**src/rtl/pseudo_stk_pkg.sv**
```systemverilog
// Shared types for the pseudo-analog stick: channel modes, sweep FSM states, direction encoding.
package pseudo_stk_pkg;

  typedef enum logic [1:0] {
    SPRING = 2'd0,
    HOLD   = 2'd1,
    SNAP   = 2'd2,
    RSVD   = 2'd3
  } mode_e;

  typedef enum logic [1:0] {
    IDLE  = 2'd0,
    SWEEP = 2'd1,
    FIN   = 2'd2
  } state_e;

  typedef enum logic [1:0] {
    DIR_NONE = 2'b00,
    DIR_POS  = 2'b01,
    DIR_NEG  = 2'b10
  } dir_e;

  // Both buttons or neither is a release.
  function automatic dir_e decode_dir(input logic inc, input logic dec);
    if (inc && !dec) return DIR_POS;
    if (dec && !inc) return DIR_NEG;
    return DIR_NONE;
  endfunction

endpackage

```
**src/rtl/pseudo_stk_axis.sv**
```systemverilog
// Combinational next-position for one axis: step, decay, snap and clamp.
// Hold-counter ports exist only when PSEUDO_STK_ACCEL_EN is defined.
module pseudo_stk_axis
  import pseudo_stk_pkg::*;
#(
  parameter int W    = 8,
  parameter int STEP = 15,
  parameter int LIM  = 120
`ifdef PSEUDO_STK_ACCEL_EN
  ,
  parameter int ACC_MAX = 3,
  parameter int HW      = 2
`endif
) (
  input  logic signed [W+3:0] acc,
  input  logic        [1:0]   dir,
  input  logic        [1:0]   mode,
`ifdef PSEUDO_STK_ACCEL_EN
  input  logic        [HW-1:0] h,
  input  logic        [1:0]    prev_dir,
  output logic        [HW-1:0] h_nxt,
`endif
  output logic signed [W+3:0] acc_nxt
);

  localparam logic signed [W+3:0] STEP_S = (W+4)'(STEP);
  localparam logic signed [W+3:0] LIM_S  = (W+4)'(LIM);

  logic signed [W+3:0] step;
  logic signed [W+3:0] sum;
  dir_e                d;

  assign d = dir_e'(dir);

  always_comb begin
    step = STEP_S;
`ifdef PSEUDO_STK_ACCEL_EN
    step = (W+4)'(STEP * (int'(h) + 1));
`endif
    sum = acc;
    case (mode_e'(mode))
      SNAP: begin
        if (d == DIR_POS)      sum = LIM_S;
        else if (d == DIR_NEG) sum = -LIM_S;
        else                   sum = '0;
      end
      HOLD: begin
        if (d == DIR_POS)      sum = acc + step;
        else if (d == DIR_NEG) sum = acc - step;
        else                   sum = acc;
      end
      default: begin
        if (d == DIR_POS)           sum = acc + step;
        else if (d == DIR_NEG)      sum = acc - step;
        else if (acc > STEP_S)      sum = acc - STEP_S;
        else if (acc < -STEP_S)     sum = acc + STEP_S;
        else                        sum = '0;
      end
    endcase

    if (sum > LIM_S)       acc_nxt = LIM_S;
    else if (sum < -LIM_S) acc_nxt = -LIM_S;
    else                   acc_nxt = sum;
  end

`ifdef PSEUDO_STK_ACCEL_EN
  // A press after a release starts counting; only a reversal restarts from zero.
  always_comb begin
    if (d == DIR_NONE)
      h_nxt = '0;
    else if (dir_e'(prev_dir) != DIR_NONE && dir_e'(prev_dir) != d)
      h_nxt = '0;
    else if (h == HW'(ACC_MAX - 1))
      h_nxt = h;
    else
      h_nxt = h + HW'(1);
  end
`endif

endmodule

```
**src/rtl/pseudo_analog_stick.sv**
```systemverilog
// Frame-triggered digital-to-pseudo-analog stick converter sweeping NCH channels through one shared datapath.
// Optional acceleration is compiled in with the PSEUDO_STK_ACCEL_EN macro.
module pseudo_analog_stick
  import pseudo_stk_pkg::*;
#(
  parameter int NCH       = 2,
  parameter int W         = 8,
  parameter int STEP      = 15,
  parameter int LIM       = 120,
  parameter int CENTER    = 127,
  parameter int TRIG_LINE = 0,
  parameter int ACC_MAX   = 3
) (
  input  logic               CLK,
  input  logic               RESET,
  input  logic [8:0]         PV,
  input  logic [NCH-1:0]     INC,
  input  logic [NCH-1:0]     DEC,
  input  logic [2*NCH-1:0]   MODE,
  output logic [NCH*W-1:0]   AOUT,
  output logic               BUSY,
  output logic               DONE
);

  localparam int CHW = (NCH > 1) ? $clog2(NCH) : 1;
  localparam logic [CHW-1:0] LAST_CH = CHW'(NCH - 1);
  localparam logic signed [W+3:0] CENTER_S = (W+4)'(CENTER);

  if (NCH < 1 || NCH > 16 || STEP < 1 || LIM > CENTER ||
      CENTER + LIM >= (1 << W) || ACC_MAX < 1) begin : g_param_err
    $error("pseudo_analog_stick: illegal parameter set");
  end

  logic [8:0]          ppv;
  logic                trig;
  state_e              state, state_nxt;
  logic [CHW-1:0]      ch;

  logic signed [W+3:0] acc_q  [NCH];
  logic [W-1:0]        aout_q [NCH];

  logic [1:0]          cur_dir;
  logic [1:0]          cur_mode;
  logic signed [W+3:0] acc_nxt;
  logic [W-1:0]        aout_nxt;

  always_ff @(posedge CLK) begin
    if (RESET) ppv <= '0;
    else       ppv <= PV;
  end

  // Edge-qualified so a frame that parks PV on the trigger line fires once.
  assign trig = (PV != ppv) && (PV == 9'(TRIG_LINE));

  always_ff @(posedge CLK) begin
    if (RESET) state <= IDLE;
    else       state <= state_nxt;
  end

  always_comb begin
    state_nxt = state;
    case (state)
      IDLE:    if (trig) state_nxt = SWEEP;
      SWEEP:   if (ch == LAST_CH) state_nxt = FIN;
      FIN:     state_nxt = IDLE;
      default: state_nxt = IDLE;
    endcase
  end

  always_comb begin
    BUSY = (state == SWEEP);
    DONE = (state == FIN);
  end

  always_ff @(posedge CLK) begin
    if (RESET)
      ch <= '0;
    else if (state == IDLE)
      ch <= '0;
    else if (state == SWEEP && ch != LAST_CH)
      ch <= ch + CHW'(1);
  end

  assign cur_dir  = decode_dir(INC[ch], DEC[ch]);
  assign cur_mode = MODE[{ch, 1'b0} +: 2];
  assign aout_nxt = W'(CENTER_S + acc_nxt);

`ifdef PSEUDO_STK_ACCEL_EN
  localparam int HW = (ACC_MAX > 1) ? $clog2(ACC_MAX) : 1;

  logic [HW-1:0] h_q  [NCH];
  logic [1:0]    pd_q [NCH];
  logic [HW-1:0] h_nxt;

  always_ff @(posedge CLK) begin
    if (RESET) begin
      for (int k = 0; k < NCH; k++) begin
        h_q[k]  <= '0;
        pd_q[k] <= DIR_NONE;
      end
    end else if (state == SWEEP) begin
      h_q[ch]  <= h_nxt;
      pd_q[ch] <= cur_dir;
    end
  end

  pseudo_stk_axis #(
    .W(W), .STEP(STEP), .LIM(LIM), .ACC_MAX(ACC_MAX), .HW(HW)
  ) u_axis (
    .acc      (acc_q[ch]),
    .dir      (cur_dir),
    .mode     (cur_mode),
    .h        (h_q[ch]),
    .prev_dir (pd_q[ch]),
    .h_nxt    (h_nxt),
    .acc_nxt  (acc_nxt)
  );
`else
  pseudo_stk_axis #(
    .W(W), .STEP(STEP), .LIM(LIM)
  ) u_axis (
    .acc     (acc_q[ch]),
    .dir     (cur_dir),
    .mode    (cur_mode),
    .acc_nxt (acc_nxt)
  );
`endif

  // Output lanes are registered alongside the position so AOUT never sees the adder.
  always_ff @(posedge CLK) begin
    if (RESET) begin
      for (int k = 0; k < NCH; k++) begin
        acc_q[k]  <= '0;
        aout_q[k] <= W'(CENTER);
      end
    end else if (state == SWEEP) begin
      acc_q[ch]  <= acc_nxt;
      aout_q[ch] <= aout_nxt;
    end
  end

  for (genvar k = 0; k < NCH; k++) begin : g_lane
    assign AOUT[W*k +: W] = aout_q[k];
  end

endmodule
```
**config.mk**
```make
export PLATFORM = sky130hd
export DESIGN_NAME = pseudo_analog_stick
export DESIGN_NICKNAME = d
export VERILOG_FILES = /design/src/rtl/pseudo_stk_pkg.sv /design/src/rtl/pseudo_stk_axis.sv /design/src/rtl/pseudo_analog_stick.sv
export SDC_FILE = /design/constraint.sdc
export NUM_CORES = 1
export LEC_CHECK = 0
export BUFFER_PORTS_ARGS = -buffer_cell sky130_fd_sc_hd__buf_2
export CELL_PAD_IN_SITES_DETAIL_PLACEMENT = 0
export CELL_PAD_IN_SITES_GLOBAL_PLACEMENT = 1
export CORE_MARGIN = 10
export CORE_UTILIZATION = 47
export CTS_CLUSTER_DIAMETER = 200
export DETAILED_ROUTE_END_ITERATION = 6
export GPL_ROUTABILITY_DRIVEN = 0
export HOLD_SLACK_MARGIN = 0.1
export PLACE_DENSITY_LB_ADDON = 0.1
export SYNTH_ARGS = -nofsm -noshare
export SYNTH_HDL_FRONTEND = slang
export SYNTH_SLANG_ARGS = --single-unit
```
**constraint.sdc**
```tcl
create_clock -name CLK -period 6.8 [get_ports CLK]
set_clock_uncertainty 0.2 [all_clocks]
set_input_delay 1.36 -clock CLK [delete_from_list [all_inputs] [get_ports CLK]]
set_output_delay 1.36 -clock CLK [all_outputs]
set_load 0.01 [all_outputs]
```
* Word level (Yosys, flattened, before mapping)
Memory sizes are Yosys's and may differ from the RTL's. A register that Yosys moved wholly into a read port is not among the register bits.
Index checks and enable logic that the tools add are counted.
** Storage, ports and cells
- Register bits after elaboration :: 12
- Bits in writable memories :: 40
- Input port bits :: 19
- Word-level logic and storage cells :: 75
- Memories :: 2
** Operators by class
- Add/subtract/negate cells :: 4
- $lt $le $gt $ge :: 5
- Equality and inequality tests :: 9
- Shift operators :: 1
- Muxes and demuxes :: 38
- Bitwise gates (word level) :: 1
- Reduce and logical (&&, ||, !) cells :: 12
** Memory list
- acc_q :: depth 2, width 12, rd ports 1, clocked after Yosys merged registers in 1, write ports 2, RTL line pseudo_analog_stick.sv:39 : logic signed [W+3:0] acc_q [NCH];
- aout_q :: depth 2, width 8, rd ports 2, clocked after Yosys merged registers in 0, write ports 2, RTL line pseudo_analog_stick.sv:40 : logic [W-1:0] aout_q [NCH];
** Operators with widths (count)
- 12-bit two-way mux :: 11
- 12-bit one-hot mux with 2 select lines :: 1
- 1-bit two-way mux :: 18
- 12-bit by 5-bit adder with 12-bit output, second input constant :: 1
- 12-bit by 5-bit > comparator with 1-bit output, second input constant :: 1
- 12-bit by 8-bit > comparator with 1-bit output, second input constant :: 1
- 12-bit by 5-bit < comparator with 1-bit output, second input constant :: 1
- 12-bit by 8-bit < comparator with 1-bit output, second input constant :: 1
- 2-bit two-way mux :: 6
- 12-bit OR reduction :: 1
- 12-bit by 5-bit subtractor with 12-bit output, second input constant :: 1
- 9-bit logical NOT :: 1
- 9-bit != test :: 1
- 8-bit adder, first input constant :: 1
- 8-bit two-way mux :: 1
- 8-bit OR reduction :: 1
- 2-bit by 1-bit == test with 1-bit output, second input constant :: 3
- 2-bit == test, second input constant :: 3
- 1-bit logical AND :: 4
- 2-bit one-hot mux with 2 select lines :: 1
- 4-bit by 3-bit variable part select with 2-bit output :: 1
- 1-bit logical NOT :: 2
- 2-bit logical NOT :: 1
- 1-bit by 2-bit < comparator with 1-bit output, second input constant :: 1
- 6 further kinds :: 6

* Depth between registers and ports, before layout
Gate-level depths: netlist of the first run.
- Word-level depth :: 17
- Gate-level depth with buffers :: 23

* Hierarchy
From an unflattened synthesis of the first run, not the netlist that was laid out.
** Second synthesis, totals
- Cells, all modules :: 416
- Area, all modules :: 3936.3 µm²
** By module, submodules not included
- pseudo_analog_stick :: times used 1, cells each 173, area each 2273.4 µm²
- pseudo_stk_axis :: times used 1, cells each 243, area each 1662.8 µm²

* Least setup slack after synthesis of the first run
No wires, ideal clock.
- Path kind :: input to register
- From :: in INC[1]
- To :: mem aout_q[0][4], data pin
- Library setup time :: 288 ps
- Arrival time :: 5002 ps
- Required time :: 6312 ps
- Path slack :: 1310 ps
- Stages :: 18
- Cells stage by stage :: mux2i_1 -> ha_1 -> clkbuf_1 -> inv_1 -> a211oi_2 -> o21ai_0 -> a32oi_1 -> nor2_1 -> a311oi_1 -> nand4b_1 -> ha_1 -> nor2b_1 -> nand2_1 -> ha_1 -> and3_1 -> nor2b_1 -> xnor2_1 -> o211ai_1
** RTL lines
- start: declaration :: RTL line pseudo_analog_stick.sv:17 : input logic [NCH-1:0] INC,
- end: declaration :: RTL line pseudo_analog_stick.sv:40

==> results of run 1 <==
[registers in the layout, indices dropped and copies added (netlist names), named ones only]
signal  count
ch          1
state       2
aout_q     16
ppv         9
acc_q      24
[logic make-up after synthesis]
logic type,count (synthesis)
simple gates,171
compound gates,111
flops,53
buf+inv,30
xor+xnor,22
mux,22
fa+ha+maj,9
[worst paths after layout]
| kind | slack (ns) | depth (start not counted) | from | endpoint |
|---|---|---|---|---|
| worst min-delay path | 0.32 | 2 | ppv[8] | state[0] |
| worst max-delay path | 0.91 | 19 | register | aout_q[0][4] |
| worst max register to register | 0.91 | 19 | register | aout_q[0][4] |
| worst min register to register | 0.32 | 2 | ppv[8] | state[0] |
[metal layers]
layer  up-vias  global-route usage, %  part of all wire [%]
met1      1733                   22.5                    45
li1       1677                      -                     -
met5         -                      0                     0
met4         0                   4.63                   2.0
met2       139                   28.4                    47
met3        18                   3.14                   6.3
[power groups by stage]
stage	sequential [mW]	clock [mW]	combinational, mW
6_report	0.362	0.190	0.190
5_1_grt	0.364	0.205	0.209
4_1_cts	0.362	0.194	0.188
3_5_place_dp	0.370	0	0.187
3_3_place_gp	0.369	0	0.185
2_1_floorplan	0.367	0	0.137
[stage by stage]
step / area (um^2) / hold WS, ns
finish: 4300 / 0.320
global route: 4300 / 0.365
CTS: 4300 / 0.329
detailed placement: 4200 / 0.308
global placement: 4200 / 0.302
floorplan: 3920 / 0.267
[cells in the final DEF, fill, tap and decap left out, types with 7 or more instances in the layout]
master / instances
edfxtp_1: 40
buf_2: 36
a21oi_1: 26
nor2_1: 24
nand3_1: 23
xnor2_1: 19
nand2_1: 19
mux2i_1: 18
o21ai_0: 18
nor2b_1: 15
dfxtp_1: 13
nand2b_1: 10
inv_1: 10
nand4_1: 10
nor4_1: 9
o211ai_1: 9
ha_1: 9
and3_1: 8
or3_1: 7
nor3_1: 7
nor3b_1: 7
clkbuf_8: 7
buf_4: 7
[layout make-up]
class | count | area, um^2 | area share, %
clock buffers | 7 | 96.3 | 2.24
multi-input cells | 335 | 2330 | 54.1
repair buffers | 43 | 233 | 5.41
flip-flops and latches | 53 | 1460 | 34.0
clock inverters | 1 | 5.00 | 0.116
well taps | 105 | 131 | 3.06
inverters | 12 | 45.0 | 1.05
[worst reg2reg max path: cells and delay by family, from the launching register on]
| family | cells | cell delay, ns |
|---|---|---|
| compound gates | 6 | 1.74 |
| xor+xnor | 1 | 0.19 |
| fa+ha+maj | 3 | 0.88 |
| buf+inv | 1 | 0.19 |
| flops | 1 | 0.71 |
| mux | 1 | 0.50 |
| simple gates | 7 | 1.22 |
==> results.ini, run 1 <==
[power]
powerDensity_nw_per_um2 = 173
p_seq_share_pct = 48.8
vdd_drop_max_v = 0.000138
combPwrFrac_pct = 25.6
total_power_uw = 742
clkPwrFrac_pct = 25.6
p_switching_uw = 225
power.leakage_nw = 1.42
swShare_pct = 30.4
intPower_uw = 517

[critical_path]
path_buf_inv = 1
worstPathMaxFanout = 16
cp.arrival_ns = 5.71
crit_top_cell = ha_1
path_cells = mux2i_1 > ha_1 > nor4b_2 > buf_4 > a211oi_1 > a21boi_1 > o21ai_0 > a32oi_1 > nor2_1 > a311oi_1 > nand4b_1 > ha_1 > nor2b_1 > nand2_1 > ha_1 > and3_1 > nor2b_1 > xnor2_1 > o211ai_1
worst-setup-path-type = reg -> reg
worstPathRequired_ns = 6.62
crit_path_max_incr_delay_ns = 0.71
path_delay_family = compound AO/OA/AOI/OAI gates
worstSetupStartpointType = register
end_kind = register
slowest_stage = dfxtp_1

[timing]
hold_viol_final = 0
fin_setup_tns_ns = 0
setup_viol = 0
relSlewSlack_pct = 30.1
max_freq_mhz = 170
fin_crit_sh_pct = 86.6
worst_pin_slew_ns = 1.05
maxSlewViolCount = 0
period_needed_ns = 5.89
fin_ws_ns = 0.909
rsz0062_at_grt = false

[yosys]
ys.flop_type = edfxtp_1
netlist_area_um2 = 3920
synthArstFlopShare_pct = 0
synth_fa_ha_area_share_pct = 2.87
synthXorXnorAreaFrac_pct = 4.92
synth-compound-area-share_pct = 19.9
synth.area.top_cells = edfxtp_1 31%, dfxtp_1 6.6%, mux2i_1 4.6%
yosysWarnings = 0
yosysMostFrequentCell = edfxtp_1
yosys.area.top_type_share_pct = 30.6
syn_inst = 418
synth_edf_count = 40
ys_ff_latch = 53
seq_area_frac_synth_pct = 37.3
syn_avg_cell_area_um2 = 9.38
synth.area.mux_share_pct = 5.81
synth_top_family_by_area = simple AND/OR/NAND/NOR gates
synth_cell_types = 71
synthSimpleGateAreaFrac_pct = 25.9
synth.top_cells.by_count = 40 x edfxtp_1, 26 x a21oi_1, 24 x nor2_1
synthesis.nets = 446
synth_area_leader_cell = edfxtp_1

[floorplan]
die_w_um = 111
dieArea_um2 = 12400
start_util_pct = 47.9
fp.dieH_um = 111
fp.coreArea_um2 = 8180
rows = 33
boundaryPins = 37

[clock_tree]
ctsResizeCount = 0
clock-sinks = 53
path_clk_slew_ns = 0.09
insertion_delay_ns = 0.30
h-tree-depth = 2
cts_buffers = 5
cts_hold_buf = 0
root_buffer = clkbuf_8
cts_setup_buffers = 0
cts_tree = yes
clk_path_buf_depth = 2

[drt]
num_vias = 3567
drt_wl_total_um = 11100
firstDrtPassIters = 5
drt-wirelength-per-cell_um = 20.0
ant_nets = 0
via_per_inst = 6.42
post-route-drc-count = 0
dr.first_iter.drc_count = 238

[finish]
stdcell_count = 556
n_fill_cell = 781
antenna_cells = 0
drive_above_1_share_pct = 14.6
utilization_pct = 52.6
nNetsFinal = 478
syn_to_final_growth_pct = 9.67

[global_route]
track_usage_pct = 17.2
grt_pass1_wl_um = 18100
antenna_found_initial = 0
grt_pass1_vias = 3462
grt_max_degree = 29
overflow = 0

[placed_design]
dp_slack_ns = 0.716
dpl.hpwl_um = 8340
io_buffers = 36
place_inst = 548

[outcome]
status = finished clean

[job]
maxCapViolCount = 0

[worst_hold_path]
hold_class = reg -> reg

No activity file was read; power rests on OpenSTA's default activity.
==> inputs of run 2 (changes only) <==
--- a/config.mk
+++ b/config.mk
@@ -8,8 +8,9 @@
 export BUFFER_PORTS_ARGS = -buffer_cell sky130_fd_sc_hd__buf_2
 export CELL_PAD_IN_SITES_DETAIL_PLACEMENT = 0
 export CELL_PAD_IN_SITES_GLOBAL_PLACEMENT = 1
+export CORE_ASPECT_RATIO = 1.75
 export CORE_MARGIN = 10
-export CORE_UTILIZATION = 47
+export CORE_UTILIZATION = 50
 export CTS_CLUSTER_DIAMETER = 200
 export DETAILED_ROUTE_END_ITERATION = 6
 export GPL_ROUTABILITY_DRIVEN = 0
@@ -18,3 +19,4 @@
 export SYNTH_ARGS = -nofsm -noshare
 export SYNTH_HDL_FRONTEND = slang
 export SYNTH_SLANG_ARGS = --single-unit
+export TNS_END_PERCENT = 100
==> constraint.sdc (replaced) <==
create_clock -name CLK -period 7 [get_ports CLK]
set_clock_uncertainty 0.2 [all_clocks]
set_input_delay 1.4 -clock CLK [delete_from_list [all_inputs] [get_ports CLK]]
set_output_delay 1.4 -clock CLK [all_outputs]
set_load 0.01 [all_outputs]
==> results.ini, run 2 (synthesis gave the netlist of run 1 again) <==
[outcome]
status = finished clean  ; unchanged

[worst_hold_path]
min_from = ppv[8]  ; unchanged
hold_class = reg -> reg  ; unchanged

[floorplan]
start_util_pct = 51.4  ; was 47.9%
dieArea_um2 = 11900  ; was 12400 um^2
die_w_um = 86.9  ; was 111 um
rows = 42  ; was 33
fp.dieH_um = 137  ; was 111 um
fp.coreArea_um2 = 7620  ; was 8180 um^2
boundaryPins = 37  ; unchanged

[timing]
hold_viol_final = 0  ; unchanged
fin_crit_sh_pct = 87.7
rsz0062_at_grt = false  ; unchanged
max_freq_mhz = 163
period_needed_ns = 6.14
fin_setup_tns_ns = 0  ; unchanged
relSlewSlack_pct = 29.3  ; was 30.1%
maxSlewViolCount = 0  ; unchanged
setup_viol = 0  ; unchanged
worst_pin_slew_ns = 1.05  ; about the same

[clock_tree]
root_buffer = clkbuf_16  ; was clkbuf_8
cts_setup_buffers = 0  ; unchanged
cts_tree = yes  ; unchanged
cts_hold_buf = 0  ; unchanged
clock-sinks = 53  ; unchanged
path_clk_slew_ns = 0.07  ; was 0.09 ns
cts_buffers = 5  ; unchanged
ctsResizeCount = 0  ; unchanged
insertion_delay_ns = 0.30  ; about the same
h-tree-depth = 2  ; unchanged
clk_path_buf_depth = 2  ; unchanged

[drt]
via_per_inst = 6.62  ; was 6.42
drt-wirelength-per-cell_um = 21.5  ; was 20.0 um
drt_wl_total_um = 11600  ; was 11100 um
post-route-drc-count = 0  ; unchanged
dr.first_iter.drc_count = 257  ; was 238
firstDrtPassIters = 5  ; unchanged
ant_nets = 0  ; unchanged
num_vias = 3559  ; was 3567

[power]
swShare_pct = 28.8  ; was 30.4%
vdd_drop_max_v = 0.000206  ; was 0.000138 V
powerDensity_nw_per_um2 = 188  ; was 173 nW/um^2
power.leakage_nw = 1.43  ; was 1.42 nW
clkPwrFrac_pct = 34.1  ; was 25.6%
p_seq_share_pct = 43.2  ; was 48.8%
combPwrFrac_pct = 22.7  ; was 25.6%
p_switching_uw = 235  ; was 225 uW
intPower_uw = 580  ; was 517 uW

[global_route]
grt_max_degree = 26  ; was 29
grt_pass1_wl_um = 18400  ; was 18100 um
top_usage_layer = met2  ; unchanged
grt_pass1_vias = 3573  ; was 3462
antenna_found_initial = 0  ; unchanged
gr-usage-met1_pct = 19.8  ; was 22.5%
grt_use_met3_pct = 3.10  ; was 3.14%
grt_use_met2_pct = 35.9  ; was 28.4%
track_usage_pct = 19.6  ; was 17.2%
overflow = 0  ; unchanged

[critical_path]
worst-setup-path-type = in -> reg  ; was reg -> reg
worstPathRequired_ns = 6.81  ; was 6.62 ns
cp.arrival_ns = 5.94  ; was 5.71 ns
slowest_stage = a211oi_2  ; was dfxtp_1
worstPathMaxFanout = 17  ; was 16
crit_top_cell = ha_1  ; unchanged
cp-startpoint = INC[1]
path_buf_inv = 2  ; was 1
path_delay_family = compound AO/OA/AOI/OAI gates  ; unchanged
path_cells = buf_2 > mux2i_1 > inv_1 > ha_1 > a211oi_2 > o21ai_0 > a32oi_1 > nor2_1 > a311oi_1 > nand4b_1 > ha_1 > nor2b_1 > nand2_1 > ha_1 > and3_1 > nor2b_1 > xnor2_1 > o211ai_1  ; was mux2i_1 > ha_1 > nor4b_2 > buf_4 > a211oi_1 > a21boi_1 > o21ai_0 > a32oi_1 > nor2_1 > a311oi_1 > nand4b_1 > ha_1 > nor2b_1 > nand2_1 > ha_1 > and3_1 > nor2b_1 > xnor2_1 > o211ai_1
worstSetupStartpointType = input port  ; was register
end_kind = register  ; unchanged
crit_path_max_incr_delay_ns = 0.60  ; was 0.71 ns

[finish]
largest_reg_flops = 24  ; unchanged
final_common_cell = edfxtp_1  ; unchanged
nNetsFinal = 477  ; was 478
syn_to_final_growth_pct = 10.6  ; was 9.67%
utilization_pct = 56.9  ; was 52.6%
stdcell_count = 538  ; was 556
final_cell_mix = 40 x edfxtp_1, 36 x buf_2, 26 x a21oi_1  ; unchanged
antenna_cells = 0  ; unchanged
final_area_um2 = 4340  ; was 4300 um^2
n_fill_cell = 714  ; was 781
regMostFlops = acc_q  ; unchanged
reg.largest.list = acc_q: 24 flops, aout_q: 16 flops, ppv: 9 flops  ; unchanged
drive_above_1_share_pct = 14.2  ; was 14.6%

[placed_design]
placed_cell_area_um2 = 4170  ; was 4200 um^2
io_buffers = 36  ; unchanged
place_inst = 530  ; was 548
dpl.hpwl_um = 8910  ; was 8340 um

[job]
maxCapViolCount = 0  ; unchanged

## run 2: final timing paths
check | endpoint | slack, ns | depth (start not counted)
max | aout_q[0][4] | 0.86 | 18
min | state[0] | 0.33 | 2
max reg2reg | aout_q[0][4] | 0.93 | 18
min reg2reg | state[0] | 0.33 | 2
## run 2: layout make-up
cell class | instances | area, um^2 | share of cell area (%)
well taps | 88 | 110 | 2.54
flip-flops and latches | 53 | 1460 | 33.7
clock inverters | 3 | 41.3 | 0.952
inverters | 12 | 45.0 | 1.04
multi-input cells | 335 | 2330 | 53.7
repair buffers | 42 | 225 | 5.19
clock buffers | 5 | 125 | 2.89
## run 2: stage by stage
stage	hold WS [ns]	setup slack, ns	power [mW]
after global placement	0.300	0.797	0.538
after global routing	0.387	0.434	0.842
final	0.333	0.864	0.814
after CTS	0.340	0.953	0.813
after detailed placement	0.324	0.640	0.540
after floorplan	0.267	1.47	0.490
## run 2: worst register-to-register path: cells and delay by family, from the launching register on
kind,cells,cell delay [ns]
compound gates,6,1.74
xor+xnor,1,0.18
fa+ha+maj,3,1.04
flops,1,0.67
mux,1,0.45
simple gates,7,1.50
## run 2: layer usage
| metal | vias up | routed length (um) | part of all wire, % |
|---|---|---|---|
| met5 | - | 0 | 0 |
| met4 | 0 | 525 | 4.5 |
| met1 | 1697 | 4200 | 36 |
| met2 | 149 | 6250 | 54 |
| li1 | 1679 | - | - |
| met3 | 34 | 619 | 5.3 |
## run 2: power groups by stage
| stage | sequential, mW | combinational, mW | clock, mW |
|---|---|---|---|
| 6_report | 0.352 | 0.185 | 0.277 |
| 5_1_grt | 0.353 | 0.202 | 0.288 |
| 4_1_cts | 0.352 | 0.182 | 0.279 |
| 3_5_place_dp | 0.359 | 0.181 | 0 |
| 3_3_place_gp | 0.358 | 0.179 | 0 |
| 2_1_floorplan | 0.357 | 0.133 | 0 |
==> inputs of run 3 (changes only) <==
--- a/config.mk
+++ b/config.mk
@@ -5,12 +5,13 @@
 export SDC_FILE = /design/constraint.sdc
 export NUM_CORES = 1
 export LEC_CHECK = 0
+export ABC_AREA = 1
 export BUFFER_PORTS_ARGS = -buffer_cell sky130_fd_sc_hd__buf_2
 export CELL_PAD_IN_SITES_DETAIL_PLACEMENT = 0
 export CELL_PAD_IN_SITES_GLOBAL_PLACEMENT = 1
 export CORE_ASPECT_RATIO = 1.75
 export CORE_MARGIN = 10
-export CORE_UTILIZATION = 50
+export CORE_UTILIZATION = 48
 export CTS_CLUSTER_DIAMETER = 200
 export DETAILED_ROUTE_END_ITERATION = 6
 export GPL_ROUTABILITY_DRIVEN = 0
==> results.ini, run 3 <==
[outcome]
status = finished clean  ; unchanged

[yosys]
ys.flop_type = edfxtp_1  ; unchanged
synthesis.nets = 567  ; was 446
yosysWarnings = 0  ; unchanged
synth_area_leader_cell = edfxtp_1  ; unchanged
ys_ff_latch = 53  ; unchanged
synth_edf_count = 40  ; unchanged
syn_avg_cell_area_um2 = 7.38  ; was 9.38 um^2
synth.area.top_cells = edfxtp_1 30%, nand2_1 13%, inv_1 7.0%  ; was edfxtp_1 31%, dfxtp_1 6.6%, mux2i_1 4.6%
seq_area_frac_synth_pct = 36.8  ; was 37.3%
synthArstFlopShare_pct = 0  ; unchanged
synth.top_cells.by_count = 137 x nand2_1, 74 x inv_1, 54 x nor2_1  ; was 40 x edfxtp_1, 26 x a21oi_1, 24 x nor2_1
synth_cell_types = 47  ; was 71
yosys.area.top_type_share_pct = 30.2  ; was 30.6%
yosysMostFrequentCell = nand2_1  ; was edfxtp_1
netlist_area_um2 = 3980  ; was 3920 um^2
syn_inst = 539  ; was 418

[timing]
fin_crit_sh_pct = 80.9  ; was 87.7%
relSlewSlack_pct = 38.4  ; was 29.3%
holdWs_ns = 0.351  ; was 0.333 ns
fin_setup_tns_ns = 0  ; unchanged
maxSlewViolCount = 0  ; unchanged
period_needed_ns = 5.66  ; was 6.14 ns
setup_viol = 0  ; unchanged
fin_ws_ns = 1.34  ; was 0.864 ns
max_freq_mhz = 177  ; was 163 MHz
worst_pin_slew_ns = 0.921  ; was 1.05 ns
hold_viol_final = 0  ; unchanged
rsz0062_at_grt = false  ; unchanged

[finish]
final_common_cell = nand2_1  ; was edfxtp_1
reg.largest.list = acc_q: 24 flops, aout_q: 16 flops, ppv: 9 flops  ; unchanged
drive_above_1_share_pct = 21.8  ; was 14.2%
nNetsFinal = 601  ; was 477
largest_reg_flops = 24  ; unchanged
utilization_pct = 54.6  ; was 56.9%
stdcell_count = 664  ; was 538
final_cell_mix = 137 x nand2_1, 74 x inv_1, 54 x nor2_1  ; was 40 x edfxtp_1, 36 x buf_2, 26 x a21oi_1
antenna_cells = 0  ; unchanged
regMostFlops = acc_q  ; unchanged
n_fill_cell = 808  ; was 714
final_area_um2 = 4380  ; was 4340 um^2
syn_to_final_growth_pct = 10.2  ; was 10.6%

[floorplan]
rows = 43  ; was 42
start_util_pct = 49.6  ; was 51.4%
dieArea_um2 = 12500  ; was 11900 um^2
fp.dieH_um = 140  ; was 137 um
boundaryPins = 37  ; unchanged
fp.coreArea_um2 = 8020  ; was 7620 um^2
die_w_um = 88.8  ; was 86.9 um

[clock_tree]
clock-sinks = 53  ; unchanged
h-tree-depth = 2  ; unchanged
cts_buffers = 5  ; unchanged
cts_hold_buf = 0  ; unchanged
root_buffer = clkbuf_16  ; unchanged
insertion_delay_ns = 0.30  ; about the same
cts_setup_buffers = 0  ; unchanged
cts_tree = yes  ; unchanged
path_clk_slew_ns = 0.07  ; about the same
clk_path_buf_depth = 2  ; unchanged
ctsResizeCount = 0  ; unchanged

[drt]
drt_wl_total_um = 11100  ; was 11600 um
ant_nets = 0  ; unchanged
via_per_inst = 5.50  ; was 6.62
post-route-drc-count = 0  ; unchanged
num_vias = 3650  ; was 3559
dr.first_iter.drc_count = 216  ; was 257
drt-wirelength-per-cell_um = 16.8  ; was 21.5 um
firstDrtPassIters = 7  ; was 5

[critical_path]
worstPathMaxFanout = 12  ; was 17
worstPathRequired_ns = 6.83  ; was 6.81 ns
cp.arrival_ns = 5.49  ; was 5.94 ns
end_kind = register  ; unchanged
worst-setup-path-type = in -> reg  ; unchanged
worstSetupStartpointType = input port  ; unchanged

[power]
powerDensity_nw_per_um2 = 189  ; was 188 nW/um^2
vdd_drop_max_v = 0.000218  ; was 0.000206 V
total_power_uw = 828  ; was 814 uW
power.leakage_nw = 1.93  ; was 1.43 nW

[global_route]
track_usage_pct = 18.3  ; was 19.6%
grt_pass1_vias = 3496  ; was 3573
grt_pass1_wl_um = 17700  ; was 18400 um
overflow = 0  ; unchanged
antenna_found_initial = 0  ; unchanged
grt_max_degree = 25  ; was 26

[placed_design]
dp_slack_ns = 1.05  ; was 0.640 ns
place_inst = 656  ; was 530
io_buffers = 36  ; unchanged
placed_cell_area_um2 = 4210  ; was 4170 um^2
dpl.hpwl_um = 8960  ; was 8910 um

[job]
maxCapViolCount = 0  ; unchanged

[worst_hold_path]
hold_class = reg -> reg  ; unchanged

-- run 3: cell count changes in the layout (fill, tap and decap cells not counted), sizes merged, moves of 16 or more --
cell	delta
o21ai	+16
mux2i	-19
inv	+68
nor2	+41
a21oi	-17
nand2	+154
nand3	+26
-- run 3: final timing paths --
path | cells after the start | end | slack [ns] | startpoint
worst max-delay path | 27 | aout_q[0][6] | 1.34 | INC[1]
worst min-delay path | 2 | ch | 0.35 | state[1]
worst max register to register | 27 | aout_q[0][6] | 2.00 | ch
worst min register to register | 2 | ch | 0.35 | state[1]
-- run 3: layout make-up --
type	instances	area [um^2]	area share [%]
inverters	79	298	6.80
multi-input cells	396	2140	48.9
repair buffers	38	195	4.46
clock inverters	3	45.0	1.03
well taps	90	113	2.57
clock buffers	5	125	2.86
flip-flops and latches	53	1460	33.4
-- run 3: kinds of logic (layout without fill, tap and decap cells) --
family | count (synthesis) | after routing | share of synthesized area, %
and+or+nand+nor | 319 | 319 | 39.2
buffers and inverters | 90 | 125 | 9.35
AOI/OAI and AO/OA | 58 | 58 | 9.47
DFF | 53 | 53 | 36.8
xor gates and xnor gates | 10 | 10 | 2.39
adders and majority gates | 9 | 9 | 2.83
-- run 3: where the power goes --
part / internal (mW) / total (mW) / switching, mW
registers: 0.345 / 0.348 / 0.00351
logic: 0.0564 / 0.194 / 0.138
clock network: 0.170 / 0.285 / 0.115
-- run 3: metal layers --
layer	track usage, %	routed length, um	part of all wire, %	up-vias
met1	19.0	4050	36	1678
met5	0	0	0	-
met2	31.9	5920	53	108
met3	2.15	421	3.8	47
met4	13.6	762	6.8	0
li1	-	-	-	1817
-- run 3: critical path: stages --
cell,delay [ns]
buf_2,0.09
or2_2,0.27
o21ai_0,0.16
inv_1,0.09
ha_1,0.35
nor2_1,0.51
clkinv_1,0.43
o21ai_0,0.26
inv_1,0.06
o211ai_1,0.07
nand2_1,0.07
nand2_1,0.09
inv_1,0.05
nand3_1,0.06
nor3_1,0.05
o41ai_1,0.06
ha_1,0.28
inv_1,0.15
nand2_1,0.10
nor2_1,0.04
inv_1,0.09
ha_1,0.22
inv_1,0.07
nor2_1,0.14
nand2_1,0.07
o21ai_1,0.16
nand3_1,0.08
